`config.mk`:
```
export PLATFORM = sky130hd
export DESIGN_NAME = conf_pkt_responder
export DESIGN_NICKNAME = d
export VERILOG_FILES = /design/src/rtl/conf_pkt_pkg.sv /design/src/rtl/conf_pkt_responder_resp_gen.sv /design/src/rtl/conf_pkt_responder.sv
export SDC_FILE = /design/constraint.sdc
export NUM_CORES = 1
export LEC_CHECK = 0
export BUFFER_PORTS_ARGS = -buffer_cell sky130_fd_sc_hd__buf_2
export CORE_AREA = 2 2 233 120
export CTS_BUF_LIST = sky130_fd_sc_hd__clkbuf_2 sky130_fd_sc_hd__clkbuf_4 sky130_fd_sc_hd__clkbuf_8
export CTS_CLUSTER_SIZE = 10
export DETAILED_ROUTE_END_ITERATION = 10
export DIE_AREA = 0 0 235 122
export HOLD_SLACK_MARGIN = 0.05
export PLACE_DENSITY_LB_ADDON = 0.08
export SYNTH_ARGS = -nofsm -noshare
export SYNTH_HDL_FRONTEND = slang
export SYNTH_SLANG_ARGS = --single-unit
```
`constraint.sdc`:
```
create_clock -name clk -period 17.1 [get_ports clk]
set_clock_uncertainty 0.05 [all_clocks]
set_input_delay 3.42 -clock clk [delete_from_list [all_inputs] [get_ports clk]]
set_output_delay 3.42 -clock clk [all_outputs]
set_load 0.05 [all_outputs]
```
`src/rtl/conf_pkt_pkg.sv`:
```
// Shared constants, state encodings and head decode for the configuration
// packet responder.
package conf_pkt_pkg;

  localparam logic [15:0] CMD_WR_SEL  = 16'h9001;
  localparam logic [15:0] CMD_RD_SEL  = 16'h9002;
  localparam logic [15:0] CMD_WR_PROG = 16'h9003;
  localparam logic [15:0] CMD_RD_PROG = 16'h9004;

  localparam logic [1:0] TAG_HEAD = 2'b01;
  localparam logic [1:0] TAG_BODY = 2'b00;
  localparam logic [1:0] TAG_TAIL = 2'b10;

  localparam int SEL_BIT   = 16;
  localparam int INSTR_LSB = 48;
  localparam int ADDR_LSB  = 16;

  typedef enum logic [2:0] {
    ST_IDLE,
    ST_WR_SEL,
    ST_RD_SEL,
    ST_WR_PROG,
    ST_RD_PROG,
    ST_DISCARD,
    ST_RESP
  } state_e;

  typedef enum logic [1:0] {
    PH_IDLE,
    PH_BODY,
    PH_TAIL
  } resp_phase_e;

  function automatic state_e decode_cmd(input logic [15:0] cmd);
    case (cmd)
      CMD_WR_SEL:  return ST_WR_SEL;
      CMD_RD_SEL:  return ST_RD_SEL;
      CMD_WR_PROG: return ST_WR_PROG;
      CMD_RD_PROG: return ST_RD_PROG;
      default:     return ST_DISCARD;
    endcase
  endfunction

endpackage

```
`src/rtl/conf_pkt_responder_resp_gen.sv`:
```
// Three-word reply serializer: head on the start cycle's next edge, then body
// (payload sampled live at that edge), then tail.
module conf_resp_gen (
  input  logic         clk,
  input  logic         rst,
  input  logic         start,
  input  logic [47:0]  smac,
  input  logic [47:0]  dmac,
  input  logic [15:0]  cmd,
  input  logic [127:0] payload,
  output logic         data_out_valid,
  output logic [133:0] data_out,
  output logic         busy
);
  import conf_pkt_pkg::*;

  resp_phase_e phase;

  assign busy = (phase != PH_IDLE);

  // NOTE: sequential state uses non-blocking assignments so every register
  // samples pre-edge values regardless of statement order.
  always_ff @(posedge clk or posedge rst) begin
    if (rst) begin
      phase          <= PH_IDLE;
      data_out_valid <= 1'b0;
      data_out       <= '0;
    end else begin
      case (phase)
        PH_IDLE: begin
          if (start) begin
            data_out_valid <= 1'b1;
            data_out       <= {TAG_HEAD, 4'hf, smac, dmac, cmd, 16'h0};
            phase          <= PH_BODY;
          end else begin
            data_out_valid <= 1'b0;
            data_out       <= '0;
          end
        end
        PH_BODY: begin
          data_out <= {TAG_BODY, 4'hf, payload};
          phase    <= PH_TAIL;
        end
        PH_TAIL: begin
          data_out <= {TAG_TAIL, 4'hf, 128'h0};
          phase    <= PH_IDLE;
        end
        default: phase <= PH_IDLE;
      endcase
    end
  end

endmodule

```
`src/rtl/conf_pkt_responder.sv`:
```
// Device-side configuration packet endpoint: decodes select/program packets,
// drives conf_sel and the instruction-memory port, and returns read replies.
module conf_pkt_responder #(
  parameter int ADDR_W = 16,
  parameter int CNT_W  = 16
) (
  input  logic              clk,
  input  logic              rst,
  input  logic              data_in_valid,
  input  logic [133:0]      data_in,
  output logic              data_out_valid,
  output logic [133:0]      data_out,
  output logic              conf_sel,
  output logic              instr_wren,
  output logic              instr_rden,
  output logic [ADDR_W-1:0] instr_addr,
  output logic [31:0]       instr_wdata,
  input  logic [31:0]       instr_rdata,
  output logic [CNT_W-1:0]  drop_cnt,
  output logic [CNT_W-1:0]  reject_cnt
);
  import conf_pkt_pkg::*;

  state_e            state;
  state_e            head_state;
  logic              first_seen;
  logic [15:0]       cmd_q;
  logic [47:0]       dmac_q;
  logic [47:0]       smac_q;
  logic              resp_start;
  logic              resp_busy;
  logic              rd_pending;
  logic [31:0]       rdata_q;
  logic [ADDR_W-1:0] rd_addr_q;
  logic [127:0]      resp_payload;
  logic [1:0]        tag;
  logic              is_head;
  logic              is_word;
  logic              is_tail;
  logic              drop_inc;
  logic              reject_inc;
  logic [ADDR_W-1:0] word_addr;
  logic [31:0]       word_instr;
  logic              unused_bits;

  assign tag        = data_in[133:132];
  assign is_head    = data_in_valid && (tag == TAG_HEAD);
  assign is_tail    = data_in_valid && (tag == TAG_TAIL);
  assign is_word    = is_tail || (data_in_valid && (tag == TAG_BODY));
  assign head_state = decode_cmd(data_in[31:16]);
  assign word_addr  = data_in[ADDR_LSB +: ADDR_W];
  assign word_instr = data_in[INSTR_LSB +: 32];
  assign unused_bits = &{1'b0, data_in[131:128], data_in[15:0]};

  // A head while replying is dropped whole; the reply in flight is untouched.
  assign drop_inc   = is_head && ((state == ST_RESP) || (head_state == ST_DISCARD));
  assign reject_inc = is_word && (state == ST_WR_PROG) && !conf_sel;

  // rdata arrives the cycle after rden; bypass the capture register when the
  // body is emitted in that same cycle (head+tail read packets).
  // NOTE: every always_comb output gets a default first so no latch is inferred.
  always_comb begin
    resp_payload = '0;
    if (cmd_q == CMD_RD_PROG) begin
      resp_payload[INSTR_LSB +: 32] = rd_pending ? instr_rdata : rdata_q;
      resp_payload[ADDR_LSB +: 16]  = 16'(rd_addr_q);
    end else begin
      resp_payload[SEL_BIT] = conf_sel;
    end
  end

  always_ff @(posedge clk or posedge rst) begin
    if (rst) begin
      state       <= ST_IDLE;
      first_seen  <= 1'b0;
      cmd_q       <= '0;
      dmac_q      <= '0;
      smac_q      <= '0;
      conf_sel    <= 1'b1;
      instr_wren  <= 1'b0;
      instr_rden  <= 1'b0;
      instr_addr  <= '0;
      instr_wdata <= '0;
      resp_start  <= 1'b0;
      rd_pending  <= 1'b0;
      rdata_q     <= '0;
      rd_addr_q   <= '0;
      drop_cnt    <= '0;
      reject_cnt  <= '0;
    end else begin
      instr_wren <= 1'b0;
      instr_rden <= 1'b0;
      resp_start <= 1'b0;
      rd_pending <= instr_rden;
      if (rd_pending) rdata_q <= instr_rdata;

      if (drop_inc && (drop_cnt != '1))     drop_cnt   <= drop_cnt + 1'b1;
      if (reject_inc && (reject_cnt != '1)) reject_cnt <= reject_cnt + 1'b1;

      if (state == ST_RESP) begin
        if (!resp_start && !resp_busy) state <= ST_IDLE;
      end else if (is_head) begin
        // Also aborts a packet whose tail never came.
        state      <= head_state;
        first_seen <= 1'b0;
        cmd_q      <= data_in[31:16];
        dmac_q     <= data_in[127:80];
        smac_q     <= data_in[79:32];
      end else if (is_word && (state != ST_IDLE)) begin
        first_seen <= 1'b1;
        case (state)
          ST_WR_SEL: if (!first_seen) conf_sel <= data_in[SEL_BIT];
          ST_WR_PROG: begin
            if (conf_sel) begin
              instr_wren  <= 1'b1;
              instr_addr  <= word_addr;
              instr_wdata <= word_instr;
            end
          end
          ST_RD_PROG: begin
            if (!first_seen) begin
              instr_rden <= 1'b1;
              instr_addr <= word_addr;
              rd_addr_q  <= word_addr;
            end
          end
          default: ;
        endcase
        if (is_tail) begin
          if ((state == ST_RD_SEL) || (state == ST_RD_PROG)) begin
            state      <= ST_RESP;
            resp_start <= 1'b1;
          end else begin
            state <= ST_IDLE;
          end
        end
      end
    end
  end

  conf_resp_gen u_resp_gen (
    .clk            (clk),
    .rst            (rst),
    .start          (resp_start),
    .smac           (smac_q),
    .dmac           (dmac_q),
    .cmd            (cmd_q),
    .payload        (resp_payload),
    .data_out_valid (data_out_valid),
    .data_out       (data_out),
    .busy           (resp_busy)
  );

endmodule

```
# == Word level (Yosys, flattened, before mapping) ==
# Index checks and enable logic that the tools add are counted.
# totals
in_bits,169
word_cells,113
regBits,386
# op_classes
bitwise_logic,3
mux,36
add_sub_neg,2
n_reduce_logical,32
eq_ne,21
# op_table
op,count
$pmux W134 S3,1
$mux W133,1
$eq A16 B16 Y1 const B,5
$mux W32,2
$add A16 B1 Y16 const B,2
$mux W16,2
$ne A16 B16 Y1 const B,2
$pmux W16 S2,1
$mux W1,19
$mux W3,6
$mux W15,1
$reduce_and A5 Y1,3
$pmux W3 S4,1
$reduce_bool A3 Y1,4
$logic_and A1 B1 Y1,10
$eq A3 B3 Y1 const B,3
$eq A3 B2 Y1 const B,2
$ne A2 B2 Y1 const B,3
$reduce_and A6 Y1,1
$reduce_bool A2 Y1,3
$eq A2 B1 Y1 const B,2
$eq A2 B2 Y1 const B,2
$logic_not A2 Y1,2
$pmux W2 S2,1
other kinds (8),15

# == Logic depth before layout (Yosys ltp) ==
# Gate-level depths: netlist of run 1.
# logic_depth
depth_word,7
mapped_depth,8
mapped_depth_nobuf,7

# == Cells and area by module ==
# A second synthesis of run 1 with hierarchy kept.
# hier_totals
cells_unflattened,1190
area_unflattened_um2,15969.1
# by_module_without_submodules
mod,area_per_inst_um2,n_inst,cells_each
conf_pkt_responder,10144.7,1,717
conf_resp_gen,5824.3,1,473

# == Least setup slack after synthesis of run 1 ==
# Ideal clock, no wire load.
# synth_path
path_kind,input port to flip-flop
from,input data_in[26]
to,register drop_cnt[12]
stages,6
slack_ns,12.242
setup_time_ns,0.146
path_buffers,1
t_arrival_ns,4.662
path_cell_list,nor4b_2 nand4_1 o31ai_2 buf_4 nor4_1 xor2_1
# synth_between
elab_chain_len,6
elab_cells_between_ends,9
# synth_rtl
element,line,text
"start, declared",conf_pkt_responder.sv:10,"input logic [133:0] data_in,"
$eq A16 B16 Y1,conf_pkt_pkg.sv:35,case (cmd)
$pmux W3 S4 (*),conf_pkt_pkg.sv:35,
$eq A3 B3 Y1 (*),conf_pkt_responder.sv:56,assign drop_inc = is_head && ((state == ST_RESP) || (head_state == ST_DISCARD));
$logic_or A1 B1 Y1 (*),conf_pkt_responder.sv:56,
$logic_and A1 B1 Y1 (*),conf_pkt_responder.sv:56,
$logic_and A1 B1 Y1 (*),conf_pkt_responder.sv:97,if (drop_inc && (drop_cnt != '1)) drop_cnt <= drop_cnt + 1'b1;
"end signal, assigned",conf_pkt_responder.sv:97,
"end, declared",conf_pkt_responder.sv:19,"output logic [CNT_W-1:0] drop_cnt,"
# Every way passes the cells marked *; elsewhere a longest branch is shown, timed or not.
# A chain may end at the register's enable or synchronous reset.

==> results of run 1 <==
==> critical path: stages <==
cell	delay, ns
buf_2	0.13
inv_8	0.59
buf_4	0.85
buf_4	0.89
==> worst max path at each step <==
stage,startpoint,end,slack (ns),cells after the start
after global routing,rst,smac_q[1],11.05,4
final,rst,smac_q[13],11.52,4
after floorplan,rst,cmd_q[0],3.44,1
after CTS,rst,instr_addr[8],11.38,4
after detailed placement,rst,instr_addr[9],10.74,4
after global placement,rst,instr_addr[9],10.70,4
==> routing by layer <==
metal	global-route usage [%]	vias up	part of all wire (%)
met5	0	-	0
met4	6.131	0	1.5
met3	6.390	44	6.6
met2	34.89	282	44
met1	36.98	4913	48
li1	-	4443	-
==> final cells by class <==
type / instances / share of cell area, %
Antenna cell: 3 / 0.04259
Clock buffer: 87 / 6.047
Clock inverter: 5 / 0.3265
Inverter: 24 / 0.5536
Multi-Input combinational cell: 605 / 28.01
Sequential cell: 367 / 52.10
Tap cell: 360 / 2.555
Timing Repair Buffer: 360 / 10.36
==> synth_stat cells (2+ instances only) <==
cell type / number
mux2_1: 4
buf_1: 9
inv_1: 24
a21oi_1: 7
buf_2: 19
nor3b_1: 2
nand3b_1: 2
nor4b_2: 2
a311oi_1: 2
dfrtp_1: 366
and3_1: 5
nand2_1: 116
nand3_1: 49
xnor2_1: 15
nor4_1: 7
nand4_1: 10
clkbuf_1: 25
o21ai_0: 6
xor2_1: 14
mux2_2: 212
a21o_1: 2
a22o_1: 64
a22oi_1: 2
nor2b_1: 2
ha_1: 7
nor3_1: 8
a222oi_1: 15
nor4b_1: 5
nor2_1: 11
buf_4: 23
==> power by group through the flow <==
stage | combinational (mW) | sequential (mW) | clock (mW)
finish | 0.730 | 1.24 | 0.739
global route | 0.780 | 1.27 | 0.799
CTS | 0.738 | 1.24 | 0.758
detailed placement | 0.735 | 1.26 | 0
global placement | 0.722 | 1.24 | 0
floorplan | 0.352 | 1.45 | 0
==> registers in the layout, indices dropped and copies added, names as in the netlist, 32 cells and up <==
name / count
rdata_q: 32
instr_wdata: 32
smac_q: 48
dmac_q: 48
u_resp_gen.data_out: 115
==> cells by family (layout without fill, tap and decap cells) <==
| logic type | after synthesis | count (layout) | share of synthesized area, % |
|---|---|---|---|
| other cells | 1 | 19 | 0.02581 |
| simple gates | 232 | 232 | 7.932 |
| mux | 217 | 217 | 16.81 |
| fa+ha+maj | 7 | 7 | 0.6028 |
| xor+xnor | 29 | 29 | 1.748 |
| buf+inv | 101 | 476 | 3.419 |
| compound gates | 104 | 104 | 6.235 |
| flops | 367 | 367 | 63.22 |
==> through the flow <==
stage	instances	hold WS (ns)	utilization (%)	area (um^2)	setup WS, ns
2_1_floorplan	1073	0.4036	-	14580	3.443
6_report	1811	0.3225	65.40	17630	11.52
5_1_grt	1808	0.3586	65.37	17620	11.05
4_1_cts	1808	0.3230	65.37	17620	11.38
3_5_place_dp	1716	0.3084	61.20	16500	10.74
3_3_place_gp	1716	0.3053	61.20	16500	10.70
==> cell usage in the layout, fill, tap and decap left out, drive strengths merged, types with 2 or more instances in the layout <==
master / netlist / routed
inv: 24 / 24
xor2: 14 / 14
nor3: 9 / 9
and3: 5 / 5
a21oi: 7 / 7
nor2b: 2 / 2
nor2: 12 / 12
a21o: 2 / 2
dfrtp: 366 / 366
buf: 52 / 360
nor4: 9 / 9
clkinvlp: 0 / 3
nor4b: 7 / 7
nor3b: 3 / 3
nand3: 50 / 50
or2: 2 / 2
nand3b: 2 / 2
nand2: 116 / 116
mux2: 216 / 216
o21ai: 6 / 6
ha: 7 / 7
diode: 0 / 3
xnor2: 15 / 15
a22oi: 2 / 2
a311oi: 2 / 2
a222oi: 15 / 15
a31oi: 2 / 2
a22o: 64 / 64
conb: 1 / 16
nand4: 10 / 10
clkbuf: 25 / 87
==> impl_metrics.env, run 1 <==
export IMPL_cts_root_buf="clkbuf_8"
export IMPL_tightest_slew_ns=1.137
export IMPL_synth_edff_count=0
export IMPL_synth_seq_cells=367
export IMPL_drcViolationCount=0
export IMPL_async_flop_share_pct=100.0
export IMPL_p_seq_share_pct=45.9
export IMPL_max_freq_mhz=179.3
export IMPL_p_int_mw=1.777
export IMPL_die_area_mm2=0.02867
export IMPL_combPwrFrac_pct=26.9
export IMPL_chipHeight_um=122
export IMPL_drt_iter0_markers=673
export IMPL_hold_class="reg2reg"
export IMPL_holdPathEnd="rd_pending"
export IMPL_setup_viol_count_final=0
export IMPL_yosysSeqAreaShare_pct=63.22
export IMPL_grt_pass1_wl_um=54590
export IMPL_fin_nets=1585
export IMPL_hpwl_um=23220
export IMPL_powerDensity_mw_per_mm2=154.0
export IMPL_port_buffers=350
export IMPL_cts_tree="done"
export IMPL_fin_crit_sh_pct=32.61
export IMPL_multi_input_area_mm2=0.004937
export IMPL_cts_setup_buffers=0
export IMPL_hold_path_depth=0
export IMPL_area_delta_synth_final_pct=21.34
export IMPL_r2r_setup_slack_ns=14.10
export IMPL_r2r_cells=5
export IMPL_status="completed"
export IMPL_wl_per_cell_um=19.23
export IMPL_cts_hold_buf=0
export IMPL_min_from="instr_rden"
export IMPL_syn_area_mm2=0.01453
export IMPL_sw_frac_of_total_pct=34.52
export IMPL_p_clk_share_pct=27.2
export IMPL_ys_types=53
export IMPL_crit_path_max_fanout=137
export IMPL_firstDrtPassIters=7
export IMPL_grt_overflow=0
export IMPL_fin_setup_tns_ns=0
export IMPL_drive_above_1_share_pct=47.17
export IMPL_cts_htree_levels=2
export IMPL_grt_pass1_vias=9413
export IMPL_worst_setup_path_type="in2async"
export IMPL_avgSynthCellArea_um2=13.73
export IMPL_yosysWarnings=0
export IMPL_cts_resized=0
export IMPL_initial_core_util_pct=53.90
export IMPL_cp_data_required_time_ns=17.61
export IMPL_grt_max_degree=138
export IMPL_worst_r2r_endpoint="smac_q[16]"
export IMPL_cp_data_arrival_time_ns=6.08
export IMPL_fillers=2089
export IMPL_clock_sinks=367
export IMPL_synth_area_leaders="dfrtp_1 (63%), mux2_2 (16%), a22o_1 (3.9%), nand2_1 (3.0%), nand3_1 (1.7%)"
export IMPL_maxSlewViolCount=0
export IMPL_synth_top_cell_area_share_pct=63.04
export IMPL_cts_made_buffers=51
export IMPL_crit_path_end_kind="asynchronous set/reset pin"
export IMPL_grt_setup_unrepaired="no"
export IMPL_clock_path_buffers=3
export IMPL_period_needed_ns=5.576
export IMPL_finalWeightedCongestion=0.8231
export IMPL_power_total_mw=2.714
export IMPL_num_vias=9682
export IMPL_grt_usage_pct=24.35
export IMPL_r2r_start="state[0]"
export IMPL_synth_flop_cell="dfrtp_1"
export IMPL_seqCellArea_mm2=0.009185
export IMPL_ant_nets=0
export IMPL_netSwitchingPower_mw=0.9368
export IMPL_finalHoldViolations=0
export IMPL_die_width_um=235
export IMPL_cap_viol_max_count=0
export IMPL_drt_total_wl_um=34830
export IMPL_core_area_mm2=0.02695
export IMPL_antenna_found_initial=3
export IMPL_clk_pin_slew_ns=0.07
export IMPL_netlist_instances=1058
export IMPL_slew_headroom_pct=24.22
export IMPL_viasPerCell=5.346
export IMPL_synth_top_area_cell="dfrtp_1"
export IMPL_irDropWorstVdd_mv=0.09676
export IMPL_clk_latency_ns=0.59
export IMPL_total_leakage_power_nw=9.190
export IMPL_io_pins=387
export IMPL_startpoint_type="input pin"
export IMPL_std_cell_rows=43
Note: power is estimated with default switching activity, not from simulation.
==> run 2, diff against run 1 <==
CORE_AREA = 2 2 247 127   (was 2 2 233 120)
DIE_AREA = 0 0 249 129   (was 0 0 235 122)
clock period = 5 ns   (was 17.1 ns; I/O delays follow)
==> impl_metrics.env, run 2 (synthesis results as in run 1) <==
export IMPL_port_buffers=350
export IMPL_die_area_mm2=0.03212
export IMPL_place_area_mm2=0.01662
export IMPL_drt_total_wl_um=35740
export IMPL_hpwl_um=24010
export IMPL_max_stage_delay_ns=0.59
export IMPL_cp_data_arrival_time_ns=3.06
export IMPL_slew_headroom_pct=36.18
export IMPL_hold_class="reg2reg"
export IMPL_globalRouteMet3Util_pct=5.220
export IMPL_grt_overflow=0
export IMPL_clk_pin_slew_ns=0.07
export IMPL_period_needed_ns=2.636
export IMPL_drive_above_1_share_pct=47.46
export IMPL_irDropWorstVdd_mv=0.3658
export IMPL_powerDensity_mw_per_mm2=526.0
export IMPL_ant_nets=0
export IMPL_firstDrtPassIters=5
export IMPL_fin_ws_ns=2.364
export IMPL_cts_made_buffers=53
export IMPL_whs_ns=0.3380
export IMPL_drt_iter0_markers=590
export IMPL_startpoint_type="flop"
export IMPL_mostFrequentLayoutCells="dfrtp_1 (366), buf_2 (350), mux2_2 (212), nand2_1 (115), clkbuf_8 (66)"
export IMPL_grt_usage_pct=22.14
export IMPL_final_common_cell="dfrtp_1"
export IMPL_hold_path_depth=0
export IMPL_cts_resized=0
export IMPL_clock_path_buffers=3
export IMPL_grt_pass1_vias=9750
export IMPL_num_vias=9623
export IMPL_die_width_um=249
export IMPL_cap_viol_max_count=0
export IMPL_use_met1_pct=32.97
export IMPL_grt_pass1_wl_um=55830
export IMPL_area_delta_synth_final_pct=22.44
export IMPL_status="completed"
export IMPL_crit_slowest_cell="nand2_4"
export IMPL_crit_cells=5
export IMPL_cp_cell_sequence="and2b_1, nand2_1, nand2_4, buf_4, mux2_2"
export IMPL_largest_register_ffs=115
export IMPL_cts_htree_levels=2
export IMPL_worst_path_buf_inv=1
export IMPL_antenna_found_initial=1
export IMPL_clock_sinks=367
export IMPL_viasPerCell=5.185
export IMPL_use_met2_pct=33.10
export IMPL_grt_busiest_layer="met2"
export IMPL_finalWeightedCongestion=0.8082
export IMPL_dp_cells=1759
export IMPL_r2r_cells=5
export IMPL_setup_viol_count_final=0
export IMPL_worst_setup_path_type="reg2reg"
export IMPL_clk_latency_ns=0.59
export IMPL_wl_per_cell_um=19.26
export IMPL_crit_path_max_fanout=48
export IMPL_critical_path_top_delay_family="simple AND/OR/NAND/NOR gates"
export IMPL_cts_root_buf="clkbuf_8"
export IMPL_fin_crit_sh_pct=52.73
export IMPL_top_register="u_resp_gen.data_out"
export IMPL_post_route_cell_area_mm2=0.01779
export IMPL_max_freq_mhz=379.3
export IMPL_maxSlewViolCount=0
export IMPL_std_cell_rows=45
export IMPL_fin_nets=1591
export IMPL_total_leakage_power_nw=9.243
export IMPL_chipHeight_um=129
export IMPL_place_ws_ns=1.845
export IMPL_grt_setup_unrepaired="no"
export IMPL_initial_core_util_pct=48.59
export IMPL_reg_top3="u_resp_gen.data_out x115, dmac_q x48, smac_q x48"
export IMPL_core_area_mm2=0.02990
export IMPL_finalHoldViolations=0
export IMPL_grt_max_degree=124
export IMPL_fin_util_pct=59.50
export IMPL_crit_path_end_kind="flop"
export IMPL_cts_tree="done"
export IMPL_io_pins=387
export IMPL_tightest_slew_ns=0.9572
export IMPL_drcViolationCount=0
export IMPL_cts_setup_buffers=0
export IMPL_cp_data_required_time_ns=5.42
export IMPL_cts_hold_buf=0
export IMPL_fin_cells=1856
[run 2: worst paths after layout]
check / endpoint / slack [ns] / from
max: smac_q[4] / 2.36 / state[0]
max reg2reg: smac_q[4] / 2.36 / state[0]
max in group asynchronous: smac_q[40] / 3.26 / rst
min: rd_pending / 0.34 / instr_rden
min in group asynchronous: u_resp_gen.data_out[72] / 0.49 / rst
min reg2reg: rd_pending / 0.34 / instr_rden
[run 2: metal layers]
layer	vias to the layer above	share of wire (%)	routed length (um)
li1	4444	-	-
met1	4901	49	17420
met2	235	45	15940
met3	43	5.2	1870
met4	0	1.4	510
met5	-	0	0
[run 2: final cells by class]
class	count	area (um^2)
Fill cell	2467	12110
Sequential cell	367	9185
Multi-Input combinational cell	605	4937
Timing Repair Buffer	364	1907
Clock buffer	85	1051
Tap cell	399	499.2
Clock inverter	11	112.6
Inverter	24	93.84
Antenna cell	1	2.502
[run 2: metrics by stage]
step	total power, mW	TNS (ns)
final	9.357	0
after global routing	9.850	0
after CTS	9.456	0
after detailed placement	6.833	0
after global placement	6.743	0
after floorplan	6.164	-356.26
[run 2: where the power goes]
group / switching, mW / internal, mW
logic: 1.61 / 0.907
registers: 0.461 / 3.79
clock network: 1.16 / 1.44
==> run 3, diff against run 2 <==
ABC_AREA = 1   (was default)
CORE_AREA = 2 2 249 128   (was 2 2 247 127)
DIE_AREA = 0 0 251 130   (was 0 0 249 129)
clock period = 2.4 ns   (was 5 ns; I/O delays follow)
==> impl_metrics.env, run 3 <==
export IMPL_worst_r2r_endpoint="reject_cnt[2]"
export IMPL_cts_tree="done"
export IMPL_top_register="u_resp_gen.data_out"
export IMPL_r2r_start="reject_cnt[0]"
export IMPL_setup_worst_path_start="reject_cnt[0]"
export IMPL_synth_top_area_cell="dfrtp_1"
export IMPL_p_int_mw=11.47
export IMPL_synth_seq_cells=367
export IMPL_synth_flop_cell="dfrtp_1"
export IMPL_core_area_mm2=0.03085
export IMPL_wl_per_cell_um=16.44
export IMPL_die_width_um=251
export IMPL_mostFrequentLayoutCells="nand2_1 (447), dfrtp_1 (366), buf_2 (350), o21ai_0 (171), inv_1 (154)"
export IMPL_setup_viol_count_final=0
export IMPL_num_vias=12630
export IMPL_cts_made_buffers=52
export IMPL_std_cell_rows=46
export IMPL_final_common_cell="nand2_1"
export IMPL_p_clk_share_pct=28.6
export IMPL_grt_max_degree=90
export IMPL_drcViolationCount=0
export IMPL_yosysWarnings=0
export IMPL_synth_edff_count=0
export IMPL_max_freq_mhz=497.4
export IMPL_cp_data_required_time_ns=2.86
export IMPL_cts_setup_buffers=0
export IMPL_status="completed"
export IMPL_r2r_cells=8
export IMPL_clock_sinks=367
export IMPL_syn_area_mm2=0.01511
export IMPL_fin_ws_ns=0.3896
export IMPL_grt_overflow=0
export IMPL_io_pins=387
export IMPL_synth_commonest_cells="nand2_1 (449), dfrtp_1 (366), o21ai_0 (171)"
export IMPL_r2r_setup_slack_ns=0.39
export IMPL_yosysSeqAreaShare_pct=60.78
export IMPL_clock_path_buffers=3
export IMPL_maxSlewViolCount=0
export IMPL_fin_crit_sh_pct=83.77
export IMPL_finalWeightedCongestion=0.9064
export IMPL_drt_iter0_markers=1020
export IMPL_sw_frac_of_total_pct=37.87
export IMPL_grt_usage_pct=25.08
export IMPL_total_leakage_power_nw=10.04
export IMPL_netlist_instances=1616
export IMPL_drt_total_wl_um=41160
export IMPL_fin_setup_tns_ns=0
export IMPL_grt_pass1_wl_um=65230
export IMPL_cts_resized=0
export IMPL_worst_setup_path_type="reg2reg"
export IMPL_finalHoldViolations=0
export IMPL_port_buffers=350
export IMPL_cts_root_buf="clkbuf_8"
export IMPL_combPwrFrac_pct=28.5
export IMPL_tightest_slew_ns=0.6269
export IMPL_chipHeight_um=130
export IMPL_cts_htree_levels=2
export IMPL_powerDensity_mw_per_mm2=953.9
export IMPL_clk_pin_slew_ns=0.07
export IMPL_antenna_found_initial=2
export IMPL_drive_above_1_share_pct=24.34
export IMPL_cap_viol_max_count=0
export IMPL_die_area_mm2=0.03263
export IMPL_synth_most_common_cell="nand2_1"
export IMPL_place_ws_ns=0.4427
export IMPL_synth_top_cell_area_share_pct=60.61
export IMPL_viasPerCell=5.045
export IMPL_startpoint_type="flop"
export IMPL_fin_nets=2230
export IMPL_grt_setup_unrepaired="no"
export IMPL_fillers=2648
export IMPL_firstDrtPassIters=7
export IMPL_period_needed_ns=2.010
export IMPL_crit_end="reject_cnt[2]"
export IMPL_synth_area_leaders="dfrtp_1 (61%), nand2_1 (11%), o21ai_0 (5.7%), inv_1 (3.9%), nand3_1 (2.7%)"
export IMPL_crit_path_end_kind="flop"
export IMPL_largest_register_ffs=115
export IMPL_irDropWorstVdd_mv=0.9447
export IMPL_avgSynthCellArea_um2=9.351
export IMPL_ys_types=34
export IMPL_slew_headroom_pct=58.21
export IMPL_netSwitchingPower_mw=6.992
export IMPL_grt_pass1_vias=12240
export IMPL_initial_core_util_pct=48.99
export IMPL_hold_class="in2reg"
export IMPL_p_seq_share_pct=43.0
export IMPL_area_delta_synth_final_pct=28.06
export IMPL_reg_top3="u_resp_gen.data_out x115, dmac_q x48, smac_q x48"
export IMPL_cp_data_arrival_time_ns=2.47
export IMPL_ant_nets=0
export IMPL_clk_latency_ns=0.60
export IMPL_hpwl_um=27530
export IMPL_crit_path_max_fanout=14
export IMPL_async_flop_share_pct=100.0
[run 3: repair_timing]
action,in CTS,in global routing
hold buffers,88,0
hold endpoints to repair,97,0
endpoints found under the setup margin,0,0
[run 3: layout make-up]
class | count | area (um^2) | share of cell area, %
clock inverter | 14 | 100.1 | 0.5172
multi-input combinational | 993 | 4833 | 24.98
sequential | 367 | 9185 | 47.46
clock buffer | 81 | 1027 | 5.308
timing repair buffer | 477 | 3075 | 15.89
antenna | 1 | 2.502 | 0.01293
tap | 408 | 510.5 | 2.638
inverter | 163 | 618.1 | 3.194
[run 3: through the flow]
step	power, mW	hold slack (ns)	utilization, %	instance area [um^2]	instances
floorplan	11.74	0.3888	-	15170	1631
global placement	13.06	0.3091	56.21	17340	2320
detailed placement	13.18	0.3077	56.21	17340	2320
CTS	18.62	0.05016	62.72	19350	2503
global route	19.45	0.06962	62.72	19350	2503
finish	18.46	0.08237	62.73	19350	2504
[run 3: logic make-up (layout without fill, tap and decap cells)]
| logic type | Yosys count | after routing | share of synthesized area (%) |
|---|---|---|---|
| buffers and inverters | 271 | 735 | 7.758 |
| flip-flops | 367 | 367 | 60.78 |
| AND/OR/NAND/NOR | 642 | 642 | 17.50 |
| adder cells (fa/ha/maj) | 7 | 7 | 0.5795 |
| other | 1 | 17 | 0.02481 |
| XOR/XNOR | 25 | 25 | 1.449 |
| AO/OA/AOI/OAI | 303 | 303 | 11.91 |
[run 3: power groups by stage]
stage	sequential (mW)	combinational (mW)	clock (mW)
after floorplan	9.72	2.02	0
after global placement	7.99	5.07	0
after detailed placement	8.02	5.16	0
after CTS	7.92	5.29	5.41
after global routing	8.07	5.69	5.69
final	7.93	5.26	5.27
[run 3: worst min path at each step]
stage	from	to	slack, ns	depth (start not counted)
final	data_in[46]	smac_q[14]	0.08	3
after global routing	data_in[73]	instr_wdata[25]	0.07	3
after CTS	data_in[92]	dmac_q[12]	0.05	3
after detailed placement	instr_rden	rd_pending	0.31	0
after global placement	instr_rden	rd_pending	0.31	0
after floorplan	rdata_q[0]	rdata_q[0]	0.39	2
[run 3: per-layer routing]
metal | vias up | GRT usage (%) | wire length (um)
met2 | 394 | 37.64 | 18120
met5 | - | 0 | 0
met4 | 0 | 7.458 | 991
li1 | 6097 | - | -
met1 | 6065 | 36.59 | 19190
met3 | 77 | 5.905 | 2848
[run 3: critical path: stages (launching register included)]
cell	delay, ns
dfrtp_1	0.49
ha_1	0.26
nand3_1	0.19
nor2_1	0.21
nand3_1	0.11
nand2_2	0.24
inv_2	0.15
nand2_1	0.10
xor2_1	0.14
